[config.mk]
export PLATFORM = sky130hd
export DESIGN_NAME = detector_paso
export DESIGN_NICKNAME = d
export VERILOG_FILES = /design/src/rtl/detector_paso_pkg.sv /design/src/rtl/detector_paso_antirebote.sv /design/src/rtl/detector_paso.sv
export SDC_FILE = /design/constraint.sdc
export NUM_CORES = 1
export LEC_CHECK = 0
export ABC_AREA = 1
export CORE_UTILIZATION = 60
export CTS_CLUSTER_SIZE = 24
export DETAILED_ROUTE_END_ITERATION = 10
export PLACE_DENSITY = 0.79
export SKIP_CTS_REPAIR_TIMING = 1
export SLEW_MARGIN = 5
export SYNTH_ARGS = -nofsm -noshare
export SYNTH_HDL_FRONTEND = slang
export SYNTH_SLANG_ARGS = --single-unit
[constraint.sdc]
create_clock -name CLK -period 1.75 [get_ports CLK]
set_input_delay 0.35 -clock CLK [delete_from_list [all_inputs] [get_ports CLK]]
set_output_delay 0.35 -clock CLK [all_outputs]
set_load 0.05 [all_outputs]
[src/rtl/detector_paso_pkg.sv]
// -----------------------------------------------------------------------------
// detector_paso_pkg
// Shared definitions for the passage detector and its bench:
//   - default debounce length and counter width (1 ms at 100 MHz)
//   - FSM state encoding, also exported on ESTADO for debug
// -----------------------------------------------------------------------------
package detector_paso_pkg;

    localparam int DEBOUNCE_CYCLES_DEF = 100000;
    localparam int CNT_W_DEF           = 17;

    // E* states track an entry (A then B), S* states an exit (B then A).
    // ESPERA parks the FSM after an illegal two-bit jump until both clear.
    typedef enum logic [2:0] {
        IDLE   = 3'd0,
        E1     = 3'd1,
        E2     = 3'd2,
        E3     = 3'd3,
        S1     = 3'd4,
        S2     = 3'd5,
        S3     = 3'd6,
        ESPERA = 3'd7
    } estado_t;

endpackage

[src/rtl/detector_paso_antirebote.sv]
// -----------------------------------------------------------------------------
// antirebote
// One sensor channel: 2-flop synchronizer followed by a counting debouncer.
// Ports:
//   clk  - system clock
//   rst  - asynchronous active-high reset
//   raw  - raw, asynchronous, bouncing sensor input
//   db   - debounced level
// The level flips only after DEBOUNCE_CYCLES consecutive cycles in which the
// synchronized input disagrees with it; any agreeing cycle restarts the count.
// -----------------------------------------------------------------------------
module antirebote #(
    parameter int DEBOUNCE_CYCLES = 100000,
    parameter int CNT_W           = 17
) (
    input  logic clk,
    input  logic rst,
    input  logic raw,
    output logic db
);

    logic             sync1_q, sync1_d;
    logic             sync2_q, sync2_d;
    logic [CNT_W-1:0] cnt_q,   cnt_d;
    logic             db_q,    db_d;

    always_comb begin
        sync1_d = raw;
        sync2_d = sync1_q;
        cnt_d   = '0;
        db_d    = db_q;
        if (sync2_q != db_q) begin
            // The last mismatching cycle toggles instead of counting on.
            if (cnt_q == CNT_W'(DEBOUNCE_CYCLES - 1)) begin
                db_d  = ~db_q;
                cnt_d = '0;
            end else begin
                cnt_d = cnt_q + 1'b1;
            end
        end
    end

    always_ff @(posedge clk or posedge rst) begin
        if (rst) begin
            sync1_q <= 1'b0;
            sync2_q <= 1'b0;
            cnt_q   <= '0;
            db_q    <= 1'b0;
        end else begin
            sync1_q <= sync1_d;
            sync2_q <= sync2_d;
            cnt_q   <= cnt_d;
            db_q    <= db_d;
        end
    end

    assign db = db_q;

endmodule

[src/rtl/detector_paso.sv]
// -----------------------------------------------------------------------------
// detector_paso
// Two-sensor passage detector. Sensor A and B are debounced, then an FSM
// follows the Gray-style sequence of AB={A_DB,B_DB}:
//   entry: 00 -> 10 -> 11 -> 01 -> 00   => one-cycle ENTRADA pulse
//   exit : 00 -> 01 -> 11 -> 10 -> 00   => one-cycle SALIDA pulse
// Ports:
//   CLK, RST      - clock, asynchronous active-high reset
//   BTN1, BTN2    - raw sensors A and B
//   ENTRADA       - registered entry pulse
//   SALIDA        - registered exit pulse
//   A_DB, B_DB    - debounced sensor levels
//   ESTADO        - current FSM state (debug)
// -----------------------------------------------------------------------------
module detector_paso
    import detector_paso_pkg::*;
#(
    parameter int DEBOUNCE_CYCLES = DEBOUNCE_CYCLES_DEF,
    parameter int CNT_W           = CNT_W_DEF
) (
    input  logic       CLK,
    input  logic       RST,
    input  logic       BTN1,
    input  logic       BTN2,
    output logic       ENTRADA,
    output logic       SALIDA,
    output logic       A_DB,
    output logic       B_DB,
    output logic [2:0] ESTADO
);

    // Bit 1 is sensor A, bit 0 sensor B, so db_vec reads directly as AB.
    logic [1:0] raw_vec;
    logic [1:0] db_vec;

    assign raw_vec = {BTN1, BTN2};

    genvar gi;
    generate
        for (gi = 0; gi < 2; gi++) begin : g_canal
            antirebote #(
                .DEBOUNCE_CYCLES (DEBOUNCE_CYCLES),
                .CNT_W           (CNT_W)
            ) u_antirebote (
                .clk (CLK),
                .rst (RST),
                .raw (raw_vec[gi]),
                .db  (db_vec[gi])
            );
        end
    endgenerate

    estado_t    state_q, state_d;
    logic       entrada_q, entrada_d;
    logic       salida_q, salida_d;
    logic [1:0] ab;

    assign ab = db_vec;

    // In each sequence state the AB value of that state holds position, the
    // two one-bit neighbours move forward/back, and the remaining value is a
    // two-bit jump that parks the FSM in ESPERA.
    always_comb begin
        state_d   = state_q;
        entrada_d = 1'b0;
        salida_d  = 1'b0;
        unique case (state_q)
            IDLE: begin
                case (ab)
                    2'b10:   state_d = E1;
                    2'b01:   state_d = S1;
                    2'b11:   state_d = ESPERA;
                    default: state_d = IDLE;
                endcase
            end
            E1: begin
                case (ab)
                    2'b11:   state_d = E2;
                    2'b00:   state_d = IDLE;
                    2'b01:   state_d = ESPERA;
                    default: state_d = E1;
                endcase
            end
            E2: begin
                case (ab)
                    2'b01:   state_d = E3;
                    2'b10:   state_d = E1;
                    2'b00:   state_d = ESPERA;
                    default: state_d = E2;
                endcase
            end
            E3: begin
                case (ab)
                    2'b00: begin
                        state_d   = IDLE;
                        entrada_d = 1'b1;
                    end
                    2'b11:   state_d = E2;
                    2'b10:   state_d = ESPERA;
                    default: state_d = E3;
                endcase
            end
            S1: begin
                case (ab)
                    2'b11:   state_d = S2;
                    2'b00:   state_d = IDLE;
                    2'b10:   state_d = ESPERA;
                    default: state_d = S1;
                endcase
            end
            S2: begin
                case (ab)
                    2'b10:   state_d = S3;
                    2'b01:   state_d = S1;
                    2'b00:   state_d = ESPERA;
                    default: state_d = S2;
                endcase
            end
            S3: begin
                case (ab)
                    2'b00: begin
                        state_d  = IDLE;
                        salida_d = 1'b1;
                    end
                    2'b11:   state_d = S2;
                    2'b01:   state_d = ESPERA;
                    default: state_d = S3;
                endcase
            end
            ESPERA: begin
                if (ab == 2'b00) begin
                    state_d = IDLE;
                end
            end
            default: state_d = IDLE;
        endcase
    end

    always_ff @(posedge CLK or posedge RST) begin
        if (RST) begin
            state_q   <= IDLE;
            entrada_q <= 1'b0;
            salida_q  <= 1'b0;
        end else begin
            state_q   <= state_d;
            entrada_q <= entrada_d;
            salida_q  <= salida_d;
        end
    end

    assign ENTRADA = entrada_q;
    assign SALIDA  = salida_q;
    assign A_DB    = db_vec[1];
    assign B_DB    = db_vec[0];
    assign ESTADO  = state_q;

endmodule

* Yosys cells after proc, flatten, opt, wreduce, memory -nomap -nowiden
Index checks and enable logic that the tools add are counted.
** Operators by class
- Multiplexer cells :: 16
- Eq/ne operators :: 15
- Reductions and logical operators :: 4
- Bitwise gates (word level) :: 2
- Add/subtract/negate cells :: 2
** Operator list (number)
- 17-bit two-way mux :: 4
- 3-bit case mux with 3 select lines :: 6
- 17-bit by 1-bit adder with 17-bit output, second input constant :: 2
- 17-bit == test, second input constant :: 2
- 3-bit case mux with 8 select lines :: 1
- 3-bit == test, second input constant :: 4
- 3-bit by 2-bit == test with 1-bit output, second input constant :: 2
- 2-bit case mux with 3 select lines :: 1
- 2-bit == test, second input constant :: 2
- 2-bit AND reduction :: 2
- 3-bit by 1-bit == test with 1-bit output, second input constant :: 1
- 3-bit logical NOT :: 1
- 1-bit two-way mux :: 3
- 3-bit two-way mux :: 1
- 2-bit by 1-bit == test with 1-bit output, second input constant :: 1
- 2-bit logical NOT :: 1
- 1-bit inequality test :: 2
- 2-bit inequality test, second input constant :: 1
- 1-bit inverter :: 2
** Word-level totals
- Word-level logic and storage cells :: 50
- Output and inout port bits :: 7
- Register bits after elaboration :: 45
- Input bits :: 4

* Depth between registers and ports, before layout
Gate-level depths: netlist (run 1).
- Word-level depth :: 3
- Depth in mapped cells :: 9
- Mapped depth without buffers :: 9

* Cells and area by module
From an unflattened synthesis (run 1), not the netlist that was laid out.
** Second synthesis, totals
- Cell total of the unflattened synthesis :: 368
- Area total of the unflattened synthesis :: 2680.1 um^2
** By module, submodules not included
- antirebote :: cells each 146, area an instance 1092.3 um^2, instances 2, seq. area each 500.5 um^2
- detector_paso :: cells each 76, area an instance 495.5 um^2, instances 1, seq. area each 125.1 um^2

* Worst setup path after synthesis (run 1)
No wires, ideal clock.
- Kind :: reg-to-reg
- From :: register g_canal[1].u_antirebote.db_q
- To :: register state_q[1] (netlist: ESTADO[1])
- Path slack :: 14 ps
- Setup time :: 68 ps
- Stages on the path, launching flop included :: 8
- Arrival :: 1667 ps
- Cells stage by stage :: dfrtp_1 inv_1 ha_1 nor3_1 inv_1 o21ai_0 inv_1 nand3_1
** On the way
- Longest elaborated chain between the ends :: 3
- Elaborated cells between the ends (all ways) :: 13
- Classes of those cells :: eq/ne: 4; mux: 8; reduce/logical: 1
** RTL lines
- start: declaration :: RTL line detector_paso_antirebote.sv:25 : logic db_q, db_d;
- start signal: assignment :: RTL line detector_paso_antirebote.sv:48 : db_q <= 1'b0;
- start signal: assignment :: RTL line detector_paso_antirebote.sv:53 : db_q <= db_d;
- 2-bit by 1-bit == test with 1-bit output, or another cell as far along
- 3-bit case mux with 3 select lines, or another cell as far along :: RTL line detector_paso.sv:120 : case (ab)
- 3-bit case mux with 8 select lines :: RTL line detector_paso.sv:67 : unique case (state_q)
- end signal: assignment :: RTL line detector_paso.sv:145 : state_q <= state_d;
- end: declaration :: RTL line detector_paso.sv:53 : estado_t state_q, state_d;
Several ways; a longest one is shown, not always the timed one.
A chain may end at the register's enable or synchronous reset.

* Worst setup path after layout (run 1)
- From :: register g_canal[0].u_antirebote.cnt_q[0]
- To :: register g_canal[0].u_antirebote.cnt_q[7]
** On the way
- Longest elaborated chain between the ends :: 3
- Elaborated cells between the ends (all ways) :: 4
- Classes of those cells :: add/sub: 1; eq/ne: 1; mux: 2
** RTL lines
- start: declaration :: RTL line detector_paso_antirebote.sv:24 : logic [CNT_W-1:0] cnt_q, cnt_d;
- start signal: assignment :: RTL line detector_paso_antirebote.sv:52 : cnt_q <= cnt_d;
- 17-bit by 1-bit adder with 17-bit output or 17-bit == test (tied branches) :: RTL line detector_paso_antirebote.sv:38, detector_paso_antirebote.sv:34
- 17-bit two-way mux (*) :: RTL line detector_paso_antirebote.sv:34 : if (cnt_q == CNT_W'(DEBOUNCE_CYCLES - 1)) begin
- 17-bit two-way mux (*) :: RTL line detector_paso_antirebote.sv:32 : if (sync2_q != db_q) begin
- named net g_canal[0].u_antirebote.cnt_d[7] :: RTL line detector_paso_antirebote.sv:24
The timed path passes the listed nets; every way through them passes the cells marked *.

==> impl_results.md, run 1 <==
* Syn avg cell area at 7.74 um^2
* Final WL at 4810 um
* Final nets at 373
* Die W at 68.0 um
* Diode count at 0
* Final GP Congestion at 0.853
* Pwr dens at 635 nW/um^2
* Final period utilization at 0.839
* Worst Tran Pin Value at 395 ps
* Fillers at 318
* Initial Util at 0.639
* Count of cell types in the netlist at 29
* Clk Tree Root Cell: clkbuf_8
* Worst Setup End Kind: register
* RSZ-0062 raised after global routing: false
* Critical path class: reg2reg
* Die Span Y at 68.0 um
* Vias at 2111
* First-pass GRT wire length at 8180 um
* Hpwl dp at 3480 um
* Crit path max-delay family: simple AND/OR/NAND/NOR gates
* FMAX at 681 MHz
* Syn. warnings at 0
* Static leakage at 0.00141 uW
* Fin Hold WS at 349 ps
* Drt via density at 5.15
* DRC at 0
* Clk_lat worst skew at 300 ps
* Sequential cell area fraction in the yosys report at 0.431
* Worst hold path type: reg2reg
* Buf/Inv on CP at 0
* Synth Register Bits at 45
* Fin. Hold Viols at 0
* Remaining global-route overflow at 0
* Largest net degree at the start of global routing at 46
* Final setup viols at 0
* WP data arrival at 1710 ps
* Synth area leader: dfrtp_1
* Setup Skew at 5.99 ps
* Max rail drop VDD at 0.000400 V
* Clock transition at the registers of the reported paths at 90 ps
* Multi-input gate area at 1300 um^2
* Most frequent cell after synthesis: nor2_1
* Die area at 4620 um^2
* Startpoint Class: register
* CTS H-tree depth at 2
* Rows at 23
* Layout area overhead at 12.8%
* Final ANT Viol Nets at 0
* Gr usage total at 0.241
* Post-synth ARST share at 1.00
* Vias in the first global route at 1949
* Initial antenna violation count at 0
* CP Data Required Time at 1990 ps
* CTS tree: yes
* Register area at 1130 um^2
* Status: finished, final reports clean
* Syn_nets at 351
* Pwr Total at 1870 uW
* Top cell type's share of synthesized area at 0.431
* Clock sinks at 45
* Iteration count of the initial detailed-routing pass at 4
* Crit-path max cell delay at 400 ps
* Top_reg_cell synth: dfrtp_1
* Port bufs at 10
* Post-synth EDFFs at 0
* Max Cap Viol at 0
* Routed wire per std cell at 11.7 um
* Setup TNS at 0 ps
* Post-Synthesis Cell Area at 2610 um^2
* Clock Tree Buf Depth at 2
* Syn Inst Count at 337
* Top cells by area, synth: dfrtp_1 43%, nor2_1 9.8%, nand2_1 9.5%
* CP Cell Sequence: ha_1 -> nand2_1 -> nor2_8 -> nand2_4 -> nor2_4 -> nor2_4 -> nand2_1 -> nor2_1
* CTS Buf Count at 5
* Worst slew margin at 0.735
* Core Region at 4090 um^2
* Slew Viols, Final at 0
* Crit path max fanout at 7
* Share of cells above drive strength 1 at 0.147
* Slowest CP cell: dfrtp_1
* Top cells by count, synth: 68 x nor2_1, 66 x nand2_1, 46 x inv_1, 45 x dfrtp_1, 21 x nand3_1
* Fin crit period at 1470 ps
* Initial drt markers at 130
* IO Count at 11
## cell families (layout without fill, tap and decap cells)
family | Yosys count | after routing | synth area share
buffers and inverters | 50 | 73 | 0.0719
and+or+nand+nor | 195 | 195 | 0.348
DFF | 45 | 45 | 0.431
adders and majority gates | 10 | 10 | 0.0479
xor gates and xnor gates | 8 | 8 | 0.0326
AOI/OAI and AO/OA | 29 | 29 | 0.0686
## layout by cell type (no fill, tap or decap), types with 2 or more instances in the layout
master / synthesis / final
a21oi_1: 11 / 11
and2_1: 3 / 3
buf_12: 0 / 4
buf_4: 0 / 8
clkbuf_8: 0 / 7
clkdlybuf4s50_1: 0 / 3
dfrtp_1: 45 / 45
ha_1: 10 / 10
inv_1: 46 / 45
inv_2: 4 / 5
nand2_1: 66 / 66
nand2_2: 6 / 6
nand2_4: 3 / 3
nand3_1: 21 / 21
nand4_1: 5 / 5
nor2_1: 68 / 68
nor2_2: 8 / 8
nor2_4: 5 / 5
nor3_1: 6 / 6
nor3b_1: 2 / 2
o21a_1: 2 / 2
o21ai_0: 9 / 9
xnor2_2: 2 / 2
xor2_1: 6 / 6
## final cells by class
class,count,share of cell area
clock buffers,7,0.0327
well taps,50,0.0212
inverters,50,0.0637
clock inverters,1,0.00170
flip-flops and latches,45,0.382
multi-input cells,242,0.440
repair buffers,15,0.0578
## worst paths after layout
check                                                           start                                         end  slack [ps]  depth (start not counted)
setup / recovery           g_canal[0].u_antirebote.cnt_q[0]$_DFF_PP0_  g_canal[0].u_antirebote.cnt_q[7]$_DFF_PP0_         280                          8
hold / removal              g_canal[0].u_antirebote.sync1_q$_DFF_PP0_   g_canal[0].u_antirebote.sync2_q$_DFF_PP0_         350                          0
setup reg to reg           g_canal[0].u_antirebote.cnt_q[0]$_DFF_PP0_  g_canal[0].u_antirebote.cnt_q[7]$_DFF_PP0_         280                          8
hold reg to reg             g_canal[0].u_antirebote.sync1_q$_DFF_PP0_   g_canal[0].u_antirebote.sync2_q$_DFF_PP0_         350                          0
max in group asynchronous                                         RST  g_canal[1].u_antirebote.cnt_q[9]$_DFF_PP0_        1160                          3
min in group asynchronous                                         RST   g_canal[0].u_antirebote.sync2_q$_DFF_PP0_         390                          3
## power by group
group          total, uW  switching, uW  internal, uW
clock network        723            365           357
registers           1070           10.9          1050
logic               82.6           50.2          32.4
total               1870            426          1440
## flip-flops by register name, indices dropped and copies added, names as in the netlist
register and cells:
g_canal.u_antirebote.sync1_q 2, SALIDA 1, g_canal.u_antirebote.sync2_q 2, g_canal.u_antirebote.db 2, g_canal.u_antirebote.cnt_q 34, ENTRADA 1, ESTADO 3
## worst reg2reg max path, cell delays in order (launching register included)
cell	delay, ps
dfrtp_1	400
ha_1	210
nand2_1	220
nor2_8	80
nand2_4	100
nor2_4	50
nor2_4	170
nand2_1	80
nor2_1	80
## metal layers
layer  vias to the layer above  track usage  share of wire
met1                       983        0.311           0.48
met2                        29        0.388           0.48
met5                         -            0              0
li1                       1088            -              -
met4                         0       0.0990          0.020
met3                        11       0.0517          0.026
## metrics by stage
stage | setup slack [ps] | instance area, um^2 | instances | utilization
detailed placement | 299 | 2840 | 402 | 0.696
CTS | 269 | 2940 | 410 | 0.720
global placement | 336 | 2840 | 402 | 0.696
floorplan | 14.2 | 2610 | 337 | -
global route | 186 | 2940 | 410 | 0.720
finish | 281 | 2940 | 410 | 0.720
No activity file was read; power rests on OpenSTA's default activity.
==> run 2: changes to the inputs <==
==> constraint.sdc (replaced) <==
create_clock -name CLK -period 1.4 [get_ports CLK]
set_input_delay 0.28 -clock CLK [delete_from_list [all_inputs] [get_ports CLK]]
set_output_delay 0.28 -clock CLK [all_outputs]
set_load 0.05 [all_outputs]
==> run 2 against run 1 <==
Compared with the run above: the run now ends with negative setup slack left; global-route usage about the same; register-to-register slack lost 290 ps; combinational power rose by 46%; power is 19% higher; via count grew 3.9%; first-iteration DRC count up 6.2%; final area up 9.1%; die area did not move; critical endpoint is now A_DB; worst setup slack worse by 290 ps.
==> impl_results.md, run 2 (synthesis gave the netlist of run 1 again) <==
* Final period utilization at 1.01
* Final Util at 0.786
* Final Cell Area at 3210 um^2
* Seq pwr share at 0.600
* Layout area overhead at 23.0%
* Clock Tree Buf Depth at 2
* Largest net degree at the start of global routing at 46
* Hold path start: g_canal[0].u_antirebote.sync1_q$_DFF_PP0_
* Initial Util at 0.639
* CTS H-tree depth at 2
* Clk_lat worst skew at 300 ps
* Startpoint Class: register
* RSZ-0062 raised after global routing: true
* Die W at 68.0 um
* Worst slew margin at 0.792
* Switch Pwr at 514 uW
* Worst Setup End Kind: output port
* CP Cell Sequence: buf_6 -> buf_12
* Port bufs at 10
* Setup Skew at 7.71 ps
* Clock sinks at 45
* CTS Buf Count at 5
* Worst r2r src: g_canal[1].u_antirebote.db$_DFFE_PP0P_
* Vias in the first global route at 2010
* Worst Tran Pin Value at 309 ps
* Iteration count of the initial detailed-routing pass at 5
* Most flop-heavy register: g_canal.u_antirebote.cnt_q
* First-pass GRT wire length at 8360 um
* WP data arrival at 1130 ps
* Max Cap Viol at 0
* Status: complete, but fails checks
* Final setup viols at 3
* Rows at 23
* Share of cells above drive strength 1 at 0.221
* Die Span Y at 68.0 um
* DRC at 0
* Max rail drop VDD at 0.000645 V
* Routed wire per std cell at 12.6 um
* Clk pwr share at 0.345
* Max FFs per register at 34
* Static leakage at 0.00152 uW
* Slew Viols, Final at 0
* Fin. Hold Viols at 0
* FF-to-FF End: ESTADO[1]$_DFFE_PP0P_
* Remaining global-route overflow at 0
* Drt via density at 5.21
* CTS tree: yes
* Slowest CP cell: dfrtp_4
* CP Data Required Time at 1120 ps
* Final Instance Count excl. Fillers at 421
* Setup WS post-layout at -11.8 ps
* Worst Setup SP: g_canal[1].u_antirebote.db$_DFFE_PP0P_
* Failing checks: negative setup slack
* Most frequent cells in the layout: 63 x nand2_1, 63 x nor2_1, 43 x dfrtp_1
* Vias at 2194
* Place WS at -33.5 ps
* Internal at 1720 uW
* Metal-1 WL at 2280 um
* Final nets at 384
* Pwr Total at 2230 uW
* Crit-path max cell delay at 540 ps
* Met2 wire length at 2670 um
* Placed inst area at 2930 um^2
* Final ANT Viol Nets at 0
* Worst hold path type: reg2reg
* Crit path max-delay family: flip-flops
* Clk Tree Root Cell: clkbuf_8
* Cells after DPL at 406
* Combinational share of power at 0.054
* Hpwl dp at 3620 um
* Top sig layer: met4
* Initial antenna violation count at 0
* FMAX at 708 MHz
* Clock transition at the registers of the reported paths at 80 ps
* Pwr dens at 695 nW/um^2
* Gr usage total at 0.241
* Reg2reg path depth at 6
* Worst Hold Depth at 0
* Final GP Congestion at 0.882
* Fin crit period at 1410 ps
* Crit path max fanout at 6
* Sw frac at 0.231
* Initial drt markers at 138
* IO Count at 11
* Diode count at 0
* Die area at 4620 um^2
* Metal3 WL at 218 um
* WHS Endpoint: g_canal[0].u_antirebote.sync2_q$_DFF_PP0_
* Final WL at 5300 um
* Critical path class: reg2out
* FF-to-FF setup slack at -10 ps
* Core Region at 4090 um^2
* Buf/Inv on CP at 2
## run 2: cell types whose count changed in the layout (fill, tap and decap cells not counted), sizes merged
cell	delta
buf	+11
clkinv	+1
clkinvlp	+1
inv	-1
clkbuf	-1
## run 2: worst register-to-register path, stage by stage, from the launching register on
cell and delay [ps]:
dfrtp_4 540, buf_4 160, ha_1 190, inv_1 90
o21ai_0 120, o22a_1 180, nand3_1 70
## run 2: how the worst max path moves through the flow
| stage | endpoint | cells after the start |
|---|---|---|
| 2_1_floorplan | ESTADO[1]$_DFFE_PP0P_ | 7 |
| 3_3_place_gp | g_canal[0].u_antirebote.cnt_q[7]$_DFF_PP0_ | 8 |
| 3_5_place_dp | g_canal[0].u_antirebote.cnt_q[8]$_DFF_PP0_ | 8 |
| 4_1_cts | g_canal[0].u_antirebote.cnt_q[10]$_DFF_PP0_ | 8 |
| 5_1_grt | g_canal[1].u_antirebote.cnt_q[14]$_DFF_PP0_ | 9 |
| 6_report | A_DB | 2 |
## run 2: power groups by stage
| stage | clock (uW) | sequential, uW | combinational [uW] |
|---|---|---|---|
| 4_1_cts | 791 | 1330 | 108 |
| 3_3_place_gp | 0 | 1360 | 107 |
| 6_report | 770 | 1340 | 121 |
| 5_1_grt | 842 | 1340 | 139 |
| 3_5_place_dp | 0 | 1360 | 108 |
| 2_1_floorplan | 0 | 1350 | 68.0 |
## run 2: layer usage
metal | track usage | vias up
li1 | - | 1115
met1 | 0.287 | 1001
met2 | 0.420 | 61
met3 | 0.0600 | 17
met4 | 0.0807 | 0
met5 | 0 | -
## run 2: cell type report
cell class | count | area [um^2]
repair buffers | 26 | 310
multi-input cells | 242 | 1430
inverters | 50 | 196
fillers | 283 | 876
clock buffers | 6 | 72.6
flip-flops and latches | 45 | 1130
clock inverters | 2 | 10.0
well taps | 50 | 62.6
## run 2: per-stage QoR
stage               setup TNS [ps]  hold slack, ps
finish                       -21.7             362
global route                  -738             368
CTS                           -169             366
detailed placement           -51.1             348
global placement                 0             347
floorplan                    -24.5             291
==> run 3: changes to the inputs <==
--- a/config.mk
+++ b/config.mk
@@ -6,9 +6,11 @@
 export NUM_CORES = 1
 export LEC_CHECK = 0
 export ABC_AREA = 1
+export CORE_MARGIN = 2
 export CORE_UTILIZATION = 60
 export CTS_CLUSTER_SIZE = 24
 export DETAILED_ROUTE_END_ITERATION = 10
+export GPL_ROUTABILITY_DRIVEN = 0
 export PLACE_DENSITY = 0.79
 export SKIP_CTS_REPAIR_TIMING = 1
 export SLEW_MARGIN = 5
==> run 3 against run 2 <==
Compared with the run above: sequential power is essentially flat; hold slack lost 95 ps; global-route usage shrank 1.9 points; the flow now finishes without violations; wire length shrank 1.6%; critical path type unchanged; combinational power is essentially flat; power grew 0.24%; clock power grew 0.9%.
==> impl_results.md, run 3 (synthesis gave the netlist of run 1 again) <==
* CTS Buf Count at 5
* Clock sinks at 45
* Layout area overhead at 22.7%
* Routed wire per std cell at 12.4 um
* Max FFs per register at 34
* CTS H-tree depth at 2
* Port bufs at 10
* Slowest CP cell: dfrtp_4
* Share of cells above drive strength 1 at 0.234
* Initial drt markers at 172
* Diode count at 0
* M3 GR Usage at 0.0462
* Final setup viols at 0
* CTS tree: yes
* Die Span Y at 70.0 um
* Vias in the first global route at 2129
* Vias at 2192
* Critical path depth in cells at 2
* Fillers at 289
* Final ANT Viol Nets at 0
* Place WS at -34.9 ps
* Core Region at 4090 um^2
* Worst Setup End Kind: output port
* Worst Tran Pin Value at 358 ps
* Clock transition at the registers of the reported paths at 80 ps
* Most flop-heavy register: g_canal.u_antirebote.cnt_q
* FMAX at 720 MHz
* Commonest non-fill, non-tap cell in the layout: nor2_1
* Gr usage total at 0.222
* Clock Tree Buf Depth at 2
* Max rail drop VDD at 0.000515 V
* Met1 usage at 0.285
* Critical path class: reg2out
* Placed inst area at 2950 um^2
* WP data arrival at 1110 ps
* Fin. Hold Viols at 0
* Static leakage at 0.00150 uW
* Clk Tree Root Cell: clkbuf_8
* Pwr Total at 2240 uW
* Die area at 4890 um^2
* Worst slew margin at 0.760
* CP Cell Sequence: buf_6 -> buf_12
* Reg2reg path depth at 8
* Fin crit period at 1390 ps
* IO Count at 11
* Final Util at 0.784
* Remaining global-route overflow at 0
* Largest net degree at the start of global routing at 14
* Crit-path max cell delay at 540 ps
* Max Cap Viol at 0
* Status: finished, final reports clean
* Die W at 70.0 um
* Sw frac at 0.232
* Initial Util at 0.639
* Iteration count of the initial detailed-routing pass at 4
* Drt via density at 5.19
* Combinational share of power at 0.055
* Register area at 1130 um^2
* Clk_lat worst skew at 290 ps
* Multi-input gate area at 1420 um^2
* Hpwl dp at 3810 um
* Slew Viols, Final at 0
* Final WL at 5220 um
* Pwr dens at 698 nW/um^2
* Switch Pwr at 518 uW
* Initial antenna violation count at 0
* First-pass GRT wire length at 8890 um
* Final nets at 385
* Setup WS post-layout at 10.9 ps
* Fin Hold WS at 267 ps
* CP Data Required Time at 1120 ps
* Busiest layer in global routing: met2
* Crit path max fanout at 7
* Rows at 23
* Setup Skew at 6.75 ps
* Crit path max-delay family: flip-flops
* Final period utilization at 0.992
* Most frequent cells in the layout: 63 x nor2_1, 62 x nand2_1, 43 x dfrtp_1
* Seq pwr share at 0.597
* RSZ-0062 raised after global routing: true
* DRC at 0
* Worst hold path type: in2async
* Final Cell Area at 3200 um^2
* Clk pwr share at 0.348
* Buf/Inv on CP at 2
* Startpoint Class: register
* Met2 Use GR at 0.376
* Internal at 1720 uW
[run 3: cell count changes in the layout (fill, tap and decap cells not counted), sizes merged]
cell  change
buf       +1
[run 3: worst paths after layout]
path,slack (ps),startpoint,to
max,10,g_canal[1].u_antirebote.db$_DFFE_PP0P_,A_DB
min,270,RST,ESTADO[1]$_DFFE_PP0P_
max reg2reg,20,g_canal[1].u_antirebote.cnt_q[0]$_DFF_PP0_,g_canal[1].u_antirebote.cnt_q[7]$_DFF_PP0_
min reg2reg,360,g_canal[0].u_antirebote.sync1_q$_DFF_PP0_,g_canal[0].u_antirebote.sync2_q$_DFF_PP0_
max in group asynchronous,720,RST,g_canal[0].u_antirebote.cnt_q[4]$_DFF_PP0_
min in group CLK,360,g_canal[0].u_antirebote.sync1_q$_DFF_PP0_,g_canal[0].u_antirebote.sync2_q$_DFF_PP0_
[run 3: final cells by class]
type,count,area share
inverters,50,0.0629
clock buffers,6,0.0227
clock inverters,2,0.00313
repair buffers,27,0.0941
well taps,50,0.0195
multi-input cells,242,0.445
flip-flops and latches,45,0.353
[run 3: metrics by stage]
stage	setup TNS, ps	std cells
floorplan	-24.5	337
global placement	0	410
detailed placement	-118	410
CTS	-185	418
global route	-776	422
finish	0	422
[run 3: per-layer routing]
layer / routed length [um] / vias to the layer above
li1: - / 1116
met1: 2280 / 1016
met2: 2650 / 50
met3: 208 / 10
met4: 84 / 0
met5: 0 / -
[run 3: power by group through the flow]
stage	logic (uW)	registers (uW)	clock network, uW
after floorplan	68.0	1350	0
after global placement	109	1360	0
after detailed placement	111	1360	0
after CTS	112	1330	802
after global routing	143	1340	846
final	123	1340	777
